`src/rtl/nibble_bus_sender.sv`:
```
// ---------------------------------------------------------------------------
// nibble_bus_sender
//
// Sends one byte to a pair of downstream 4-bit registers over a shared 4-bit
// bus. The low nibble is sent first to the low-nibble register (nib_sel=0),
// and then the high nibble to the high-nibble register (nib_sel=1). Each
// nibble is held on the bus for HOLD_CYCLES setup cycles. A one-cycle load
// strobe (ei) follows, and the bus value does not change while it is high.
//
// Cycle timeline relative to the accepting clock edge (H = effective hold):
//   1..H        SETUP_LO   bus_oe=1, bus_out=byte[3:0], nib_sel=0
//   H+1         STROBE_LO  ei=1, low-nibble bus values held
//   H+2..2H+1   SETUP_HI   bus_oe=1, bus_out=byte[7:4], nib_sel=1
//   2H+2        STROBE_HI  ei=1, high-nibble bus values held
//   2H+3        DONE       done=1, bus idle
//
// Handshake: start is sampled on every rising clk edge. It is accepted only
// when the FSM is IDLE and the edge is not the first one after reset release.
// data is captured on that same edge. Any start seen outside IDLE is dropped
// and is not queued.
//
// Ports:
//   clk        system clock, rising edge
//   rst_n      asynchronous active-low reset
//   start      request to send one byte
//   data[7:0]  byte to send, captured on acceptance
//   bus_out    nibble toward the downstream register data input (0 when idle)
//   bus_oe     high while bus_out carries a valid nibble
//   ei         one-cycle load strobe for the downstream register enable
//   nib_sel    destination select: 0 = low register, 1 = high register
//   busy       high in every non-IDLE state
//   done       one-cycle pulse when the transfer completes
//   dbg_state  current FSM state encoding, for observation only
// ---------------------------------------------------------------------------
module nibble_bus_sender #(
  parameter int HOLD_CYCLES = 2
) (
  input  logic       clk,
  input  logic       rst_n,
  input  logic       start,
  input  logic [7:0] data,
  output logic [3:0] bus_out,
  output logic       bus_oe,
  output logic       ei,
  output logic       nib_sel,
  output logic       busy,
  output logic       done,
  output logic [2:0] dbg_state
);

  // A hold of 0 is treated as 1, so every nibble gets at least one setup cycle.
  localparam int         H_EFF  = (HOLD_CYCLES < 1) ? 1 : HOLD_CYCLES;
  localparam logic [3:0] RELOAD = 4'(H_EFF - 1);

  typedef enum logic [2:0] {
    S_IDLE      = 3'd0,
    S_SETUP_LO  = 3'd1,
    S_STROBE_LO = 3'd2,
    S_SETUP_HI  = 3'd3,
    S_STROBE_HI = 3'd4,
    S_DONE      = 3'd5
  } state_t;

  state_t     r_state;
  state_t     w_state_nxt;
  logic [3:0] r_cnt;
  logic [3:0] w_cnt_nxt;
  logic [7:0] r_byte;
  logic [7:0] w_byte_nxt;
  // r_armed is cleared by reset and set on the first edge after release.
  // While it is low, start is ignored. A release that lands less than a cycle
  // before an edge can otherwise capture start while the flops leave reset.
  logic       r_armed;

  logic [3:0] r_bus_out;
  logic       r_bus_oe;
  logic       r_ei;
  logic       r_nib_sel;
  logic       r_busy;
  logic       r_done;

  logic [3:0] w_bus_out;
  logic       w_bus_oe;
  logic       w_ei;
  logic       w_nib_sel;
  logic       w_busy;
  logic       w_done;

  // Next-state logic. The counter holds the number of setup cycles still
  // remaining after the current one. It is reloaded on every entry to a SETUP
  // state.
  always_comb begin
    w_state_nxt = r_state;
    w_cnt_nxt   = r_cnt;
    w_byte_nxt  = r_byte;
    case (r_state)
      S_IDLE: begin
        if (start && r_armed) begin
          w_state_nxt = S_SETUP_LO;
          w_cnt_nxt   = RELOAD;
          w_byte_nxt  = data;
        end
      end
      S_SETUP_LO: begin
        if (r_cnt == 4'd0) begin
          w_state_nxt = S_STROBE_LO;
        end else begin
          w_cnt_nxt = r_cnt - 4'd1;
        end
      end
      S_STROBE_LO: begin
        w_state_nxt = S_SETUP_HI;
        w_cnt_nxt   = RELOAD;
      end
      S_SETUP_HI: begin
        if (r_cnt == 4'd0) begin
          w_state_nxt = S_STROBE_HI;
        end else begin
          w_cnt_nxt = r_cnt - 4'd1;
        end
      end
      S_STROBE_HI: w_state_nxt = S_DONE;
      S_DONE:      w_state_nxt = S_IDLE;
      default:     w_state_nxt = S_IDLE;
    endcase
  end

  // The outputs are decoded from the next state and registered. Each output
  // therefore changes on the same edge as the state it belongs to.
  always_comb begin
    w_bus_out = 4'd0;
    w_bus_oe  = 1'b0;
    w_ei      = 1'b0;
    w_nib_sel = 1'b0;
    w_busy    = (w_state_nxt != S_IDLE);
    w_done    = 1'b0;
    case (w_state_nxt)
      S_SETUP_LO, S_STROBE_LO: begin
        w_bus_out = w_byte_nxt[3:0];
        w_bus_oe  = 1'b1;
        w_ei      = (w_state_nxt == S_STROBE_LO);
      end
      S_SETUP_HI, S_STROBE_HI: begin
        w_bus_out = w_byte_nxt[7:4];
        w_bus_oe  = 1'b1;
        w_nib_sel = 1'b1;
        w_ei      = (w_state_nxt == S_STROBE_HI);
      end
      S_DONE:  w_done = 1'b1;
      default: ;
    endcase
  end

  always_ff @(posedge clk or negedge rst_n) begin
    if (!rst_n) begin
      r_state   <= S_IDLE;
      r_cnt     <= 4'd0;
      r_byte    <= 8'd0;
      r_armed   <= 1'b0;
      r_bus_out <= 4'd0;
      r_bus_oe  <= 1'b0;
      r_ei      <= 1'b0;
      r_nib_sel <= 1'b0;
      r_busy    <= 1'b0;
      r_done    <= 1'b0;
    end else begin
      r_state   <= w_state_nxt;
      r_cnt     <= w_cnt_nxt;
      r_byte    <= w_byte_nxt;
      r_armed   <= 1'b1;
      r_bus_out <= w_bus_out;
      r_bus_oe  <= w_bus_oe;
      r_ei      <= w_ei;
      r_nib_sel <= w_nib_sel;
      r_busy    <= w_busy;
      r_done    <= w_done;
    end
  end

  assign bus_out   = r_bus_out;
  assign bus_oe    = r_bus_oe;
  assign ei        = r_ei;
  assign nib_sel   = r_nib_sel;
  assign busy      = r_busy;
  assign done      = r_done;
  assign dbg_state = r_state;

endmodule
```
`config.mk`:
```
export PLATFORM = sky130hd
export DESIGN_NAME = nibble_bus_sender
export DESIGN_NICKNAME = d
export VERILOG_FILES = /design/src/rtl/nibble_bus_sender.sv
export SDC_FILE = /design/constraint.sdc
export NUM_CORES = 1
export LEC_CHECK = 0
export BUFFER_PORTS_ARGS = -buffer_cell sky130_fd_sc_hd__buf_2
export CAP_MARGIN = 15
export CORE_ASPECT_RATIO = 1.1
export CORE_MARGIN = 2
export CORE_UTILIZATION = 47
export DETAILED_ROUTE_END_ITERATION = 7
export PLACE_DENSITY = 0.78
export SLEW_MARGIN = 15
export SYNTH_ARGS = -nofsm -noshare
export SYNTH_HDL_FRONTEND = slang
export SYNTH_SLANG_ARGS = --single-unit
```
`constraint.sdc`:
```
create_clock -name clk -period 1.5 [get_ports clk]
set_input_delay 0 -clock clk [delete_from_list [all_inputs] [get_ports clk]]
set_output_delay 0 -clock clk [all_outputs]
set_load 0.02 [all_outputs]
```
Word-level counts from Yosys, hierarchy flattened
Cells that the tools add are included.
- input port bits: 11
- output and inout bits: 12
- bits in registers: 25
- word-level logic and storage cells: 46
- equal/unequal tests: 11
- add/sub/neg operators: 1
- reduce and logical (&&, ||, !) cells: 10
- multiplexer cells: 14
- operator list (operator ; number):
    8-bit 2-to-1 mux ; 2
    3-bit case mux with 5 select lines ; 1
    3-bit by 2-bit equality test with 1-bit output (second input constant) ; 4
    4-bit case mux with 3 select lines ; 1
    3-bit equality test (second input constant) ; 3
    3-bit 2-to-1 mux ; 3
    4-bit 2-to-1 mux ; 2
    4-bit case mux with 2 select lines ; 1
    3-bit by 1-bit equality test with 1-bit output (second input constant) ; 2
    3-bit nonzero test ; 2
    2-bit OR reduction ; 3
    4-bit logical NOT ; 1
    2-bit inequality test (second input constant) ; 2
    4-bit OR reduction ; 1
    4-bit by 1-bit subtractor with 4-bit output (second input constant) ; 1
    3-bit logical NOT ; 1
    1-bit 2-to-1 mux ; 3
    3-bit AND reduction ; 1
    1-bit case mux with 2 select lines ; 1
    1-bit logical AND ; 1

Logic depth before layout (Yosys ltp)
- depth in word-level cells: 6
- depth in mapped cells: 5
- gate-level depth less buffers: 5

Least setup slack after synthesis
OpenSTA, ideal clock, no wires.
- kind: register -> register
- from: reg r_state[1], in the netlist dbg_state[1]
- to: reg r_byte[1]
- stages on the path, launching flop included: 5
- period minus slack after synthesis: 1565 ps
- path slack: -65 ps
- path buffers: 2
- data required time: 1375 ps
- setup time: 125 ps
- arrival time: 1440 ps
- path through: dfrtp_1 -> buf_2 -> nor4_4 -> buf_4 -> mux2_2
- cells in the longest elaborated chain, start to end: 2
- RTL lines (element ; RTL line ; text):
    start: declaration ; 64 ; state_t r_state;
    start signal: assignment ; 167 ; r_state <= w_state_nxt;
    3-bit logical NOT ; 96 ; case (r_state)
    8-bit 2-to-1 mux ; 96 ;
    named net w_byte_nxt[1] ; 69 ; logic [7:0] w_byte_nxt;
    end signal: assignment ; 169 ; r_byte <= w_byte_nxt;
    end: declaration ; 68 ; logic [7:0] r_byte;
The timed path passes the listed nets, and every way through them passes these cells.
A chain may end at the register's enable or synchronous reset.

Worst setup path after layout
- from: reg r_cnt[1]
- to: reg r_cnt[3]
- cells in the longest elaborated chain, start to end: 3
- RTL lines (element ; RTL line ; text):
    start: declaration ; 66 ; logic [3:0] r_cnt;
    start signal: assignment ; 168 ; r_cnt <= w_cnt_nxt;
    4-bit by 1-bit subtractor with 4-bit output or 4-bit logical NOT (tied branches) ; n/a ;
    4-bit 2-to-1 mux or 2-bit inequality test (tied branches) ; n/a ;
    4-bit case mux with 3 select lines or 3-bit AND reduction (tied branches) ; n/a ;
Parallel ways exist; a longest one is shown, timed or not. The select of a mux whose other input is x is not followed.

==> results.rst <==
.. list-table::
   :header-rows: 1

   * - Metric
     - Value
   * - Run status
     - finished with violations
   * - Failing checks
     - setup timing
   * - Count of routing violations after the opening detailed-route iteration
     - 8
   * - Total area of multi-input combinational cells
     - 441.7 um^2
   * - Max capacitance violation total
     - 0
   * - Register bit count reported by yosys
     - 25
   * - Antenna violations before repair
     - 0
   * - Kind of critical path
     - register to register
   * - Clk pwr share
     - approximately a tenth
   * - Period minus WS final
     - between 1500 and 2000 ps
   * - Final Hold Fails
     - 0
   * - Peak VDD IR
     - between 0.0009 and 0.001 V
   * - GR Overflow Total
     - 0
   * - Routed WL per cell
     - 14.63 um
   * - Final non-filler cell area
     - ~1400 um^2
   * - Worst flop-to-flop path startpoint
     - r_cnt[1]$_DFFE_PN0P_
   * - Area used by sequential logic in the layout
     - 629.4 um^2
   * - CP Data Required Time
     - between 1500 and 2000 ps
   * - Hold Path Sink
     - bus_oe$_DFF_PN0_
   * - Worst hold path type
     - primary input to register
   * - Total Wirelength
     - around 2200 um
   * - Hold-critical path depth
     - 3
   * - Count of mapped cells out of synthesis
     - roughly 80
   * - Pre-CTS WS
     - -33.19 ps
   * - Proportion of layout cells with a drive suffix above 1
     - 46.67%
   * - Die span in x
     - between 40 and 50 um
   * - Max-Slew Margin vs Limit
     - 63.03%
   * - Fin crit share
     - 102.7%
   * - Via count of the first global-routing pass
     - 737
   * - CP Cell Sequence
     - buf_4 -> or3_4 -> or4_4 -> a21oi_2
   * - Overall power after layout
     - about 0.0028 W
   * - Number of fill cells in the layout
     - roughly 190
   * - Kind of capture point of the worst setup path
     - register
   * - Unique cell type count in the Yosys netlist
     - 31
   * - Largest driver fanout on the critical path
     - 2
   * - Global-route wire length before repair
     - 3270 um
   * - Standard cell area after detailed placement
     - approximately 1200 um^2
   * - Nets@finish
     - between 100 and 150
   * - Max stage delay cell, worst path
     - sky130_fd_sc_hd__dfrtp_1
   * - Power per standard cell area
     - roughly 2000 nW/um^2
   * - Overall global routing resource usage
     - 16.82%
   * - I/O pin cnt
     - 23
   * - Antenna cell count
     - 0
   * - Portion of synthesized cell area occupied by the leading cell type
     - between 50 and 60%
   * - Synthesized netlist net count
     - between 90 and 100
   * - RSZ-0062 raised after global routing
     - true
   * - Number of synthesized flops with an enable pin
     - 0
   * - Sequential share of power
     - between 40% and 50%
   * - Utilization after layout
     - roughly 64%
   * - Worst slew pin tran
     - approximately 550 ps
   * - PnR worst setup slack
     - -40.06 ps
   * - Max Clock Skew
     - 1.926 ps
   * - Slack of the worst reg-to-reg path
     - -40 ps
   * - Crit-path max cell delay
     - between 400 and 500 ps
   * - Placer congestion estimate
     - approximately 0.7
   * - Most used flip-flop cell after synthesis
     - sky130_fd_sc_hd__dfrtp_1
   * - Post-DRT Antenna Nets
     - 0
   * - Residual DRC count
     - 0
   * - Number of clock sinks
     - 25
   * - Insertion delay of the later-clocked pin in the worst-skew pair
     - around 310 ps
   * - Setup crit start kind
     - register
   * - Biggest area consumer among synthesized cells
     - sky130_fd_sc_hd__dfrtp_1
   * - Post-synthesis sequential area ratio
     - between 50% and 60%
   * - Clock transition at path regs
     - around 130 ps
   * - Cell row count
     - 18
   * - Kind of cell adding the most delay to the critical path
     - simple AND/OR/NAND/NOR gates
   * - WP buf/inv
     - 1
   * - Sw frac
     - between 30% and 40%
   * - Largest net degree at the start of global routing
     - 26
   * - Share of power burned in combinational logic
     - between 40% and 50%
   * - Leading cell type by number of instances after synthesis
     - sky130_fd_sc_hd__dfrtp_1
   * - Switching power total
     - between 0.001 and 0.0015 W
   * - Layout Area Growth over Synthesis
     - 30.44%
   * - Synthesized cell area
     - 1081 um^2
   * - Static Leak
     - roughly 0.65 nW
   * - Number of port buffers
     - 22
   * - CTS root buf
     - sky130_fd_sc_hd__clkbuf_4
   * - H-tree level count
     - 1
   * - Top area cells in the synthesized netlist
     - sky130_fd_sc_hd__dfrtp_1 58%, sky130_fd_sc_hd__mux2_2 10%, sky130_fd_sc_hd__a221o_1 3.7%
   * - Number of iterations in the first detailed-routing pass
     - 4
   * - Worst Reg2Reg Path Length in Cells
     - 4
   * - Initial core utilization
     - 48.98%
   * - Total count of max-transition violations in the final report
     - 0
   * - Warnings, synthesis
     - 0
   * - Die Area
     - around 2700 um^2
   * - Post-synthesis average cell area
     - around 13 um^2
   * - Final total negative setup slack
     - -40.06 ps
   * - Capturing point of the worst reg2reg path
     - r_cnt[3]$_DFFE_PN0P_
   * - Number of CTS-inserted buffers
     - 3
   * - Total half-perimeter wirelength after legalization and detailed placement
     - around 1400 um
   * - Timing-limited maximum frequency
     - between 600 and 700 MHz
   * - Maximum buffer depth of the clock tree
     - 2
   * - Setup violators final
     - 1
   * - Critical Path AT
     - ~1800 ps
   * - Number of vias in the routed layout
     - approximately 760
   * - Cell-internal power
     - 0.001777 W
   * - Min-delay src
     - start
   * - Fraction of registers with async set/reset
     - 100.0%
   * - Clock tree from TritonCTS
     - yes
   * - Y dimension of the die
     - roughly 54 um
   * - Leading post-synthesis cells by instance count
     - 25 x sky130_fd_sc_hd__dfrtp_1, 10 x sky130_fd_sc_hd__mux2_2, 4 x sky130_fd_sc_hd__a221o_1, 4 x sky130_fd_sc_hd__nor4bb_1
   * - Core region area
     - approximately 2200 um^2
   * - Average vias per placed instance
     - roughly 5
==> placed cells by master (no fill, tap or decap), types with 2 or more instances in the layout <==
master                          Yosys  routed
sky130_fd_sc_hd__a221o_1            4       4
sky130_fd_sc_hd__nand2_1            3       3
sky130_fd_sc_hd__nor2_1             3       3
sky130_fd_sc_hd__dlygate4sd3_1      0       9
sky130_fd_sc_hd__mux2_2            10      10
sky130_fd_sc_hd__a21oi_1            3       2
sky130_fd_sc_hd__buf_4              1       7
sky130_fd_sc_hd__inv_1              3       2
sky130_fd_sc_hd__clkbuf_4           0       3
sky130_fd_sc_hd__dfrtp_2            0       3
sky130_fd_sc_hd__nor4bb_1           4       4
sky130_fd_sc_hd__buf_2              2      22
sky130_fd_sc_hd__dfrtp_1           25      22
sky130_fd_sc_hd__nor2b_1            2       2
==> area by class of cell <==
cell class              instances  area share [%]
inverters                       3          0.7986
multi-input cells              49           31.32
clock buffers                   4           1.863
well taps                      30           2.662
repair buffers                 39           18.72
flip-flops and latches         25           44.63
==> layer usage <==
| layer | vias to the layer above | global-route usage [%] | wire, um |
|---|---|---|---|
| met5 | - | 0 | 0 |
| met4 | 0 | 11.11 | 34 |
| met3 | 2 | 1.639 | 37 |
| met2 | 11 | 29.78 | 1157 |
| met1 | 378 | 19.96 | 966 |
| li1 | 370 | - | - |
==> tightest hold or removal path: cells and delay by family <==
kind	cells	cell delay (ps)
and+or+nand+nor	1	150
buffers and inverters	1	100
AOI/OAI and AO/OA	1	100
==> logic make-up after synthesis <==
group	count (synthesis)	share of synthesized area (%)
AND/OR/NAND/NOR	23	16.44
XOR/XNOR	1	0.8103
AO/OA/AOI/OAI	13	8.913
multiplexers	10	10.42
flip-flops	25	57.87
buffers and inverters	8	4.051
adder cells (fa/ha/maj)	1	1.157
other	1	0.3469
==> state kept, by name, indices dropped and copies added, names as in the netlist <==
signal     count
bus_out        4
dbg_state      3
ei             1
bus_oe         1
done           1
busy           1
r_byte         8
r_cnt          4
r_armed        1
nib_sel        1
==> what timing repair did <==
action / CTS / global route
endpoints found under the setup margin: 3 / 11
pin swaps: 0 / 0
resized for setup: 3 / 7
buffers inserted: 1 / 1
hold buffers: 9 / 0
endpoints found under the hold margin: 37 / 0
==> worst max path at each step <==
stage	from	endpoint	slack (ps)	depth (start not counted)
6_report	r_cnt[1]$_DFFE_PN0P_	r_cnt[3]$_DFFE_PN0P_	-40	4
5_1_grt	r_cnt[1]$_DFFE_PN0P_	r_cnt[3]$_DFFE_PN0P_	-80	4
4_1_cts	r_cnt[1]$_DFFE_PN0P_	r_cnt[1]$_DFFE_PN0P_	-30	5
3_5_place_dp	r_cnt[0]$_DFFE_PN0P_	r_cnt[1]$_DFFE_PN0P_	-30	5
3_3_place_gp	r_cnt[0]$_DFFE_PN0P_	r_cnt[1]$_DFFE_PN0P_	30	5
2_1_floorplan	dbg_state[0]$_DFF_PN0_	r_cnt[0]$_DFFE_PN0P_	5	4
==> power groups by stage <==
stage | registers [W] | logic [W] | clock network (W)
CTS | 0.00117 | 0.00125 | 0.000302
finish | 0.00119 | 0.00134 | 0.000290
detailed placement | 0.00119 | 0.00120 | 0
floorplan | 0.00128 | 0.000758 | 0
global route | 0.00124 | 0.00146 | 0.000321
global placement | 0.00117 | 0.00116 | 0
==> per-stage QoR <==
stage                     hold WS, ps  cells
after floorplan                -295.6     82
after global placement          11.18    135
after detailed placement        19.64    135
after CTS                       30.00    149
after global routing            67.40    150
final                           70.52    150
No activity file was read; power rests on OpenSTA's default activity.
